$ cat config.mk
export PLATFORM = sky130hd
export DESIGN_NAME = div_seq_restoring
export DESIGN_NICKNAME = d
export VERILOG_FILES = /design/src/rtl/div_pkg.sv /design/src/rtl/div_seq_restoring_addsub_ripple.sv /design/src/rtl/div_seq_restoring.sv
export SDC_FILE = /design/constraint.sdc
export NUM_CORES = 1
export LEC_CHECK = 0
export CORE_AREA = 2 2 59 61
export DETAILED_ROUTE_END_ITERATION = 8
export DIE_AREA = 0 0 61 63
export GPL_ROUTABILITY_DRIVEN = 0
export HOLD_SLACK_MARGIN = 0.03
export PLACE_DENSITY = 0.72
export SYNTH_ARGS = -nofsm -noshare
export SYNTH_HDL_FRONTEND = slang
export SYNTH_SLANG_ARGS = --single-unit
$ cat constraint.sdc
create_clock -name clk -period 2.72 [get_ports clk]
set_clock_uncertainty 0.2 [all_clocks]
set_input_delay 0.68 -clock clk [delete_from_list [all_inputs] [get_ports clk]]
set_output_delay 0.68 -clock clk [all_outputs]
set_load 0.01 [all_outputs]
$ cat src/rtl/div_pkg.sv
// Shared definitions for the sequential restoring divider: FSM encodings and default width.
package div_pkg;

  localparam int DIV_W = 4;

  typedef enum logic [1:0] {
    IDLE = 2'b00,
    RUN  = 2'b01,
    DONE = 2'b10
  } div_state_e;

endpackage

$ cat src/rtl/div_seq_restoring_addsub_ripple.sv
// Ripple-carry adder/subtractor: s = a + (b ^ {N{sub}}) + sub, with carry-out.
module addsub_ripple #(
  parameter int N = 5
) (
  input  logic [N-1:0] a,
  input  logic [N-1:0] b,
  input  logic         sub,
  output logic [N-1:0] s,
  output logic         cout
);

  logic [N:0]   carry;
  logic [N-1:0] b_eff;

  assign b_eff    = b ^ {N{sub}};
  assign carry[0] = sub;

  for (genvar i = 0; i < N; i++) begin : g_bit
    assign s[i]       = a[i] ^ b_eff[i] ^ carry[i];
    assign carry[i+1] = (a[i] & b_eff[i]) | (carry[i] & (a[i] ^ b_eff[i]));
  end

  assign cout = carry[N];

endmodule

$ cat src/rtl/div_seq_restoring.sv
// Sequential restoring divider: one quotient bit per RUN cycle, fixed latency,
// divide-by-zero short-circuits straight to DONE.
module div_seq_restoring
  import div_pkg::*;
#(
  parameter int W = DIV_W
) (
  input  logic         clk,
  input  logic         rst_n,
  input  logic         start,
  input  logic [W-1:0] dividend,
  input  logic [W-1:0] divisor,
  output logic         busy,
  output logic         done,
  output logic [W-1:0] quotient,
  output logic [W-1:0] remainder,
  output logic         div_by_zero
);

  localparam int CW = $clog2(W + 1);

  div_state_e  state_q, state_d;
  logic [CW-1:0] count_q, count_d;
  logic [W:0]    r_q, r_d;
  logic [W-1:0]  q_q, q_d;
  logic [W-1:0]  divisor_q, divisor_d;
  logic [W-1:0]  quotient_q, quotient_d;
  logic [W-1:0]  remainder_q, remainder_d;
  logic          dbz_q, dbz_d;
  logic          busy_q, busy_d;
  logic          done_q, done_d;

  logic [W:0] r_sh;
  logic [W:0] trial;
  logic       no_borrow;

  // Shift {R,Q} left by one; the bit leaving Q enters the bottom of R.
  assign r_sh = {r_q[W-1:0], q_q[W-1]};

  addsub_ripple #(.N(W + 1)) u_trial (
    .a    (r_sh),
    .b    ({1'b0, divisor_q}),
    .sub  (1'b1),
    .s    (trial),
    .cout (no_borrow)
  );

  always_comb begin
    state_d     = state_q;
    count_d     = count_q;
    r_d         = r_q;
    q_d         = q_q;
    divisor_d   = divisor_q;
    quotient_d  = quotient_q;
    remainder_d = remainder_q;
    dbz_d       = dbz_q;

    unique case (state_q)
      IDLE: begin
        if (start) begin
          if (divisor == '0) begin
            quotient_d  = '1;
            remainder_d = dividend;
            dbz_d       = 1'b1;
            state_d     = DONE;
          end else begin
            q_d       = dividend;
            r_d       = '0;
            count_d   = '0;
            divisor_d = divisor;
            state_d   = RUN;
          end
        end
      end
      RUN: begin
        // W shift/subtract steps, then one cycle to publish the result.
        if (count_q == CW'(W)) begin
          quotient_d  = q_q;
          remainder_d = r_q[W-1:0];
          dbz_d       = 1'b0;
          state_d     = DONE;
        end else begin
          r_d     = no_borrow ? trial : r_sh;
          q_d     = {q_q[W-2:0], no_borrow};
          count_d = count_q + CW'(1);
        end
      end
      DONE: state_d = IDLE;
      default: state_d = IDLE;
    endcase

    busy_d = (state_d != IDLE);
    done_d = (state_d == DONE);
  end

  always_ff @(posedge clk or negedge rst_n) begin
    if (!rst_n) begin
      state_q     <= IDLE;
      count_q     <= '0;
      r_q         <= '0;
      q_q         <= '0;
      divisor_q   <= '0;
      quotient_q  <= '0;
      remainder_q <= '0;
      dbz_q       <= 1'b0;
      busy_q      <= 1'b0;
      done_q      <= 1'b0;
    end else begin
      state_q     <= state_d;
      count_q     <= count_d;
      r_q         <= r_d;
      q_q         <= q_d;
      divisor_q   <= divisor_d;
      quotient_q  <= quotient_d;
      remainder_q <= remainder_d;
      dbz_q       <= dbz_d;
      busy_q      <= busy_d;
      done_q      <= done_d;
    end
  end

  assign busy        = busy_q;
  assign done        = done_q;
  assign quotient    = quotient_q;
  assign remainder   = remainder_q;
  assign div_by_zero = dbz_q;

endmodule

==> results of run 1 <==
## how the worst max path moves through the flow
| stage | from | end | slack, ps | cells after the start |
|---|---|---|---|---|
| 5_1_grt | q_q[3] | r_q[1] | -30 | 8 |
| 4_1_cts | q_q[3] | r_q[1] | 50 | 8 |
| 6_report | q_q[3] | r_q[1] | 100 | 8 |
| 3_5_place_dp | q_q[3] | r_q[1] | 3 | 8 |
| 3_3_place_gp | start | q_q[3] | 70 | 5 |
| 2_1_floorplan | q_q[3] | r_q[3] | 180 | 8 |
## layer usage
layer / vias to the layer above / GRT usage
li1: 459 / -
met1: 475 / 0.2241
met2: 19 / 0.2675
met3: 8 / 0.02899
met4: 0 / 0.06250
met5: - / 0
## layout make-up
cell class,count,area share
sequential,28,0.3902
multi-input combinational,73,0.3833
timing repair buffer,33,0.1672
tap,46,0.03206
inverter,7,0.01463
clock buffer,3,0.01254
## registers in the layout (all words and copies together), names as in the netlist
signal	flops
divisor_q	4
q_q	4
quotient	4
r_q	4
remainder	4
count_q	3
state_q	2
busy	1
div_by_zero	1
done	1
## cells by family after synthesis
| logic type | after synthesis | synth area share |
|---|---|---|
| AND/OR/NAND/NOR | 25 | 0.1133 |
| flip-flops | 28 | 0.4844 |
| buffers and inverters | 12 | 0.04498 |
| adder cells (fa/ha/maj) | 6 | 0.06748 |
| AO/OA/AOI/OAI | 17 | 0.09258 |
| multiplexers | 25 | 0.1972 |
## Yosys cell counts (2+ instances only)
cell / instances
dfrtp_1: 28
mux2_2: 16
nor2_1: 8
inv_1: 7
a21oi_1: 6
mux2i_1: 6
nor3b_1: 4
a211o_1: 3
fa_1: 3
ha_1: 3
mux2_4: 3
clkbuf_1: 2
nand2_1: 2
nand2b_1: 2
## power by group
| part | leakage, nW | internal (mW) | total, mW | switching, mW |
|---|---|---|---|---|
| clock | 0.0138 | 0.0520 | 0.166 | 0.114 |
| sequential | 0.338 | 0.609 | 0.752 | 0.143 |
| combinational | 0.427 | 0.700 | 1.23 | 0.534 |
| total | 0.779 | 1.36 | 2.15 | 0.791 |
## through the flow
stage | TNS (ps) | hold WS, ps | worst slack [ps] | instance area, um2 | instances
detailed placement | 0 | 303.3 | 3.104 | 1758 | 186
global route | -38.60 | 355.8 | -32.76 | 1795 | 190
global placement | 0 | 291.3 | 69.74 | 1758 | 186
floorplan | 0 | 184.4 | 184.8 | 1446 | 113
finish | 0 | 326.9 | 96.61 | 1795 | 190
CTS | 0 | 334.7 | 51.76 | 1783 | 189
## timing repair
item / in CTS / in global routing
gates cloned: 0 / 0
pin swaps: 0 / 1
resized for setup: 1 / 2
hold buffers: 0 / 0
setup buffers: 0 / 1
endpoints found under the setup margin: 2 / 5
==> results.sh, run 1 <==
export IMPL_synth_area_mm2=0.001446
export IMPL_worstMarginPinSlew_ps=631.8
export IMPL_p_per_area_mw_per_mm2=1198
export IMPL_arrival_ps=2670
export IMPL_grt_max_degree=29
export IMPL_finalPower_mw=2.152
export IMPL_hold_start="remainder[3]"
export IMPL_wirelength_um=2855
export IMPL_critPathSlowestCell="fa_2"
export IMPL_synthCells=113
export IMPL_synth_edf_count=0
export IMPL_hold_viol=0
export IMPL_cts_clk_slew_worst_paths_ps=140
export IMPL_yosysSeqAreaShare=0.4844
export IMPL_cp_max_fo=5
export IMPL_path_common_cell="fa_2"
export IMPL_antennaDiodeCount=0
export IMPL_drt_iter0_drc=21
export IMPL_start_util=0.4475
export IMPL_grt_use_total=0.1679
export IMPL_grt_pass1_wl_um=4802
export IMPL_ff_latch_area_um2=700.7
export IMPL_status="complete, no violations"
export IMPL_yosys_warnings=0
export IMPL_cp_start_kind="register"
export IMPL_min_period_ps=2623
export IMPL_drt_pass1_iterations=4
export IMPL_final_cell_mix="dfrtp_1, clkdlybuf4s50_1, mux2_2"
export IMPL_fp_dieH_um=63
export IMPL_viasPerCell=5.058
export IMPL_antenna_left=0
export IMPL_yosysUniqueCellTypes=34
export IMPL_cts_sinks=28
export IMPL_worst_path_largest_cell_delay_ps=430
export IMPL_finalSetupViolCount=0
export IMPL_timing_rr_start="q_q[3]"
export IMPL_min_to="remainder[3]"
export IMPL_drv_slew=0
export IMPL_clk_insertion_delay_late_ps=320
export IMPL_hp_class="register to register"
export IMPL_syn_area_per_cell_um2=12.80
export IMPL_synthFlopType="dfrtp_1"
export IMPL_row_count=21
export IMPL_drc=0
export IMPL_r2r_setup_slack_ps=100
export IMPL_core_mm2=0.003232
export IMPL_wl_per_cell_um=15.03
export IMPL_die_area_mm2=0.003843
export IMPL_crit_type="register to register"
export IMPL_cap_violations=0
export IMPL_max_freq_mhz=381.2
export IMPL_netlist_area_leader_share=0.4844
export IMPL_met3_length_um=83
export IMPL_r2r_cells=8
export IMPL_cts_root_buffer="clkbuf_4"
export IMPL_dp_hpwl_um=2256
export IMPL_finish_utilization=0.5556
export IMPL_max_slew_margin=0.5788
export IMPL_drive_gt1_frac=0.2847
export IMPL_min_period_over_period=0.9645
export IMPL_synth_nets=130
export IMPL_crit_chain="inv_1 > ha_1 > fa_2 > fa_2 > fa_2 > nor3b_1 > a211o_1 > mux2i_1"
export IMPL_synth_top_cells_by_area="dfrtp_1, mux2_2, fa_1"
export IMPL_wl_met1_um=1295
export IMPL_ioPinCount=22
export IMPL_crit_required_ps=2770
export IMPL_die_w_um=61
export IMPL_area_growth_pct=24.13
export IMPL_gr_total_overflow=0
export IMPL_path_buf_inv=1
export IMPL_maxUsedRoutingLayer="met4"
export IMPL_synth_seq_cells=28
export IMPL_p_leak_nw=0.7792
export IMPL_numPortBuffers=21
export IMPL_holdPathStages=1
export IMPL_cpLargestDelayFamily="adder cells"
export IMPL_vias=961
export IMPL_fillCellCount=287
export IMPL_ir_drop_uv=513.9
export IMPL_r2r_end="r_q[1]"
export IMPL_antenna_found_initial=0
export IMPL_fin_nets=163
export IMPL_cts_tree="done"
export IMPL_grt_pass1_vias=1050
export IMPL_wl_met2_um=1423
export IMPL_ys_async_sr_fraction=1.000
export IMPL_cts_htree_levels=1
export IMPL_cts_inserted_buffers=3
export IMPL_synth_largest_area_cell="dfrtp_1"
export IMPL_cts_buffer_depth=2
export IMPL_worstSetupEndpointType="register"
export IMPL_multi_input_area_um2=688.2
export IMPL_mostFrequentLayoutCell="dfrtp_1"
No activity file was read; power rests on OpenSTA's default activity.
==> inputs of run 2 (changes only) <==
CORE_AREA = 2 2 43 84   (was 2 2 59 61)
DIE_AREA = 0 0 45 86   (was 0 0 61 63)
GPL_TIMING_DRIVEN = 0   (was not set)
PLACE_DENSITY = 0.71   (was 0.72)
==> run 2 against run 1 <==
Net effect: worst hold slack worse by 120 ps; sequential cell count stayed put; global-route usage increased by 0.30 points; largest power group unchanged; wire length is 0.14% lower; clock power increased by 99%; worst setup slack better by 50 ps; sequential power shrank 1%.
==> results.sh, run 2 (synthesis gave the netlist of run 1 again) <==
export IMPL_mostFrequentLayoutCell="dfrtp_1"
export IMPL_cp_start_kind="register"
export IMPL_cap_violations=0
export IMPL_wl_per_cell_um=16.67
export IMPL_cts_root_buffer="clkbuf_8"
export IMPL_final_cell_mix="dfrtp_1, clkdlybuf4s50_1, mux2_2"
export IMPL_critPathSlowestCell="dfrtp_1"
export IMPL_grt_pass1_vias=1042
export IMPL_row_count=29
export IMPL_dp_hpwl_um=2295
export IMPL_cts_tree="done"
export IMPL_drv_slew=0
export IMPL_ir_drop_uv=710.9
export IMPL_worstMarginPinSlew_ps=619.7
export IMPL_min_period_ps=2573
export IMPL_drc=0
export IMPL_arrival_ps=2570
export IMPL_wirelength_um=2851
export IMPL_crit_type="register to register"
export IMPL_worst_path_largest_cell_delay_ps=380
export IMPL_fp_dieH_um=86
export IMPL_grt_pass1_wl_um=4781
export IMPL_cts_sinks=28
export IMPL_cts_htree_levels=1
export IMPL_viasPerCell=5.602
export IMPL_crit_required_ps=2720
export IMPL_status="complete, no violations"
export IMPL_hp_class="primary input to asynchronous set/reset pin"
export IMPL_p_per_area_mw_per_mm2=1284
export IMPL_die_area_mm2=0.003870
export IMPL_antenna_left=0
export IMPL_cts_inserted_buffers=3
export IMPL_area_growth_pct=23.53
export IMPL_die_w_um=45
export IMPL_cts_clk_slew_worst_paths_ps=100
export IMPL_final_cells=171
export IMPL_max_slew_margin=0.5868
export IMPL_path_buf_inv=1
export IMPL_ioPinCount=22
export IMPL_p_leak_nw=0.7699
export IMPL_min_period_over_period=0.9460
export IMPL_numPortBuffers=21
export IMPL_grt_use_total=0.1709
export IMPL_cp_max_fo=5
export IMPL_postCtsHoldBufs=0
export IMPL_antenna_found_initial=0
export IMPL_vias=958
export IMPL_antennaDiodeCount=0
export IMPL_fin_nets=158
export IMPL_clk_insertion_delay_late_ps=280
export IMPL_drt_pass1_iterations=3
export IMPL_drive_gt1_frac=0.2714
export IMPL_start_util=0.4530
export IMPL_path_common_cell="fa_2"
export IMPL_crit_chain="inv_2 > ha_2 > fa_2 > fa_2 > fa_2 > nor3b_1 > a211o_1 > mux2i_1"
export IMPL_grt_max_degree=29
export IMPL_worstSetupEndpointType="register"
export IMPL_gr_total_overflow=0
export IMPL_hold_viol=0
export IMPL_core_mm2=0.003193
export IMPL_rsz0062_at_grt="no"
export IMPL_cpLargestDelayFamily="adder cells"
export IMPL_cts_buffer_depth=2
export IMPL_drt_iter0_drc=17
export IMPL_dpl_cell_count=165
export IMPL_max_freq_mhz=388.6
export IMPL_finalSetupViolCount=0
export IMPL_setup_tns_ps=0
==> run 2: cell count changes in the layout (fill, tap and decap cells not counted), moves of 2 or more <==
| cell | before | now |
|---|---|---|
| buf_2 | 0 | 2 |
| clkbuf_4 | 3 | 0 |
| clkbuf_8 | 0 | 3 |
| buf_4 | 12 | 2 |
| clkbuf_1 | 0 | 2 |
==> run 2: stage by stage <==
step | power (mW) | utilization | setup WS [ps] | hold WS (ps) | cell area (um2)
after floorplan | 1.570 | - | 184.8 | 184.4 | 1446
after global placement | 1.891 | 0.5310 | -4.242 | 292.7 | 1695
after detailed placement | 1.953 | 0.5310 | -54.76 | 294.8 | 1695
after CTS | 2.311 | 0.5580 | 6.260 | 317.2 | 1782
after global routing | 2.464 | 0.5596 | 8.740 | 257.2 | 1787
final | 2.294 | 0.5596 | 146.9 | 206.3 | 1787
==> run 2: path summary, 6_finish.rpt <==
check                                  start  slack, ps  depth (start not counted)      endpoint
worst max-delay path                  q_q[3]        150                          8        r_q[0]
worst min-delay path                   rst_n        210                          1    state_q[0]
worst max register to register        q_q[3]        150                          8        r_q[0]
worst min register to register  remainder[0]        310                          1  remainder[0]
max in group asynchronous              rst_n       1710                          1  divisor_q[2]
min in group clk                remainder[0]        310                          1  remainder[0]
==> run 2: area by class of cell <==
class                           count  area, um2
Fill cell                         292       1406
Clock inverter                      1      30.03
Timing Repair Buffer               23      220.2
Clock buffer                        3      41.29
Tap cell                           31      38.79
Buffer                              5      38.79
Sequential cell                    28      700.7
Multi-Input combinational cell     73      690.7
Inverter                            7      26.28
==> run 2: routing by layer <==
metal,up-vias,global-route usage,wire (um)
li1,452,-,-
met1,482,0.1788,1030
met2,18,0.3130,1689
met3,6,0.02105,64
met4,0,0.08289,66
met5,-,0,0
==> run 2: report_power, final <==
group	switching [mW]	leakage (nW)	internal (mW)
Combinational	0.538	0.396	0.683
Clock	0.133	0.0357	0.197
Sequential	0.133	0.338	0.610
==> run 2: repair_timing <==
item | 4_1_cts | 5_1_grt
pin swaps | 2 | 2
resized for setup | 3 | 2
buffers inserted | 1 | 1
setup endpoints to repair | 4 | 4
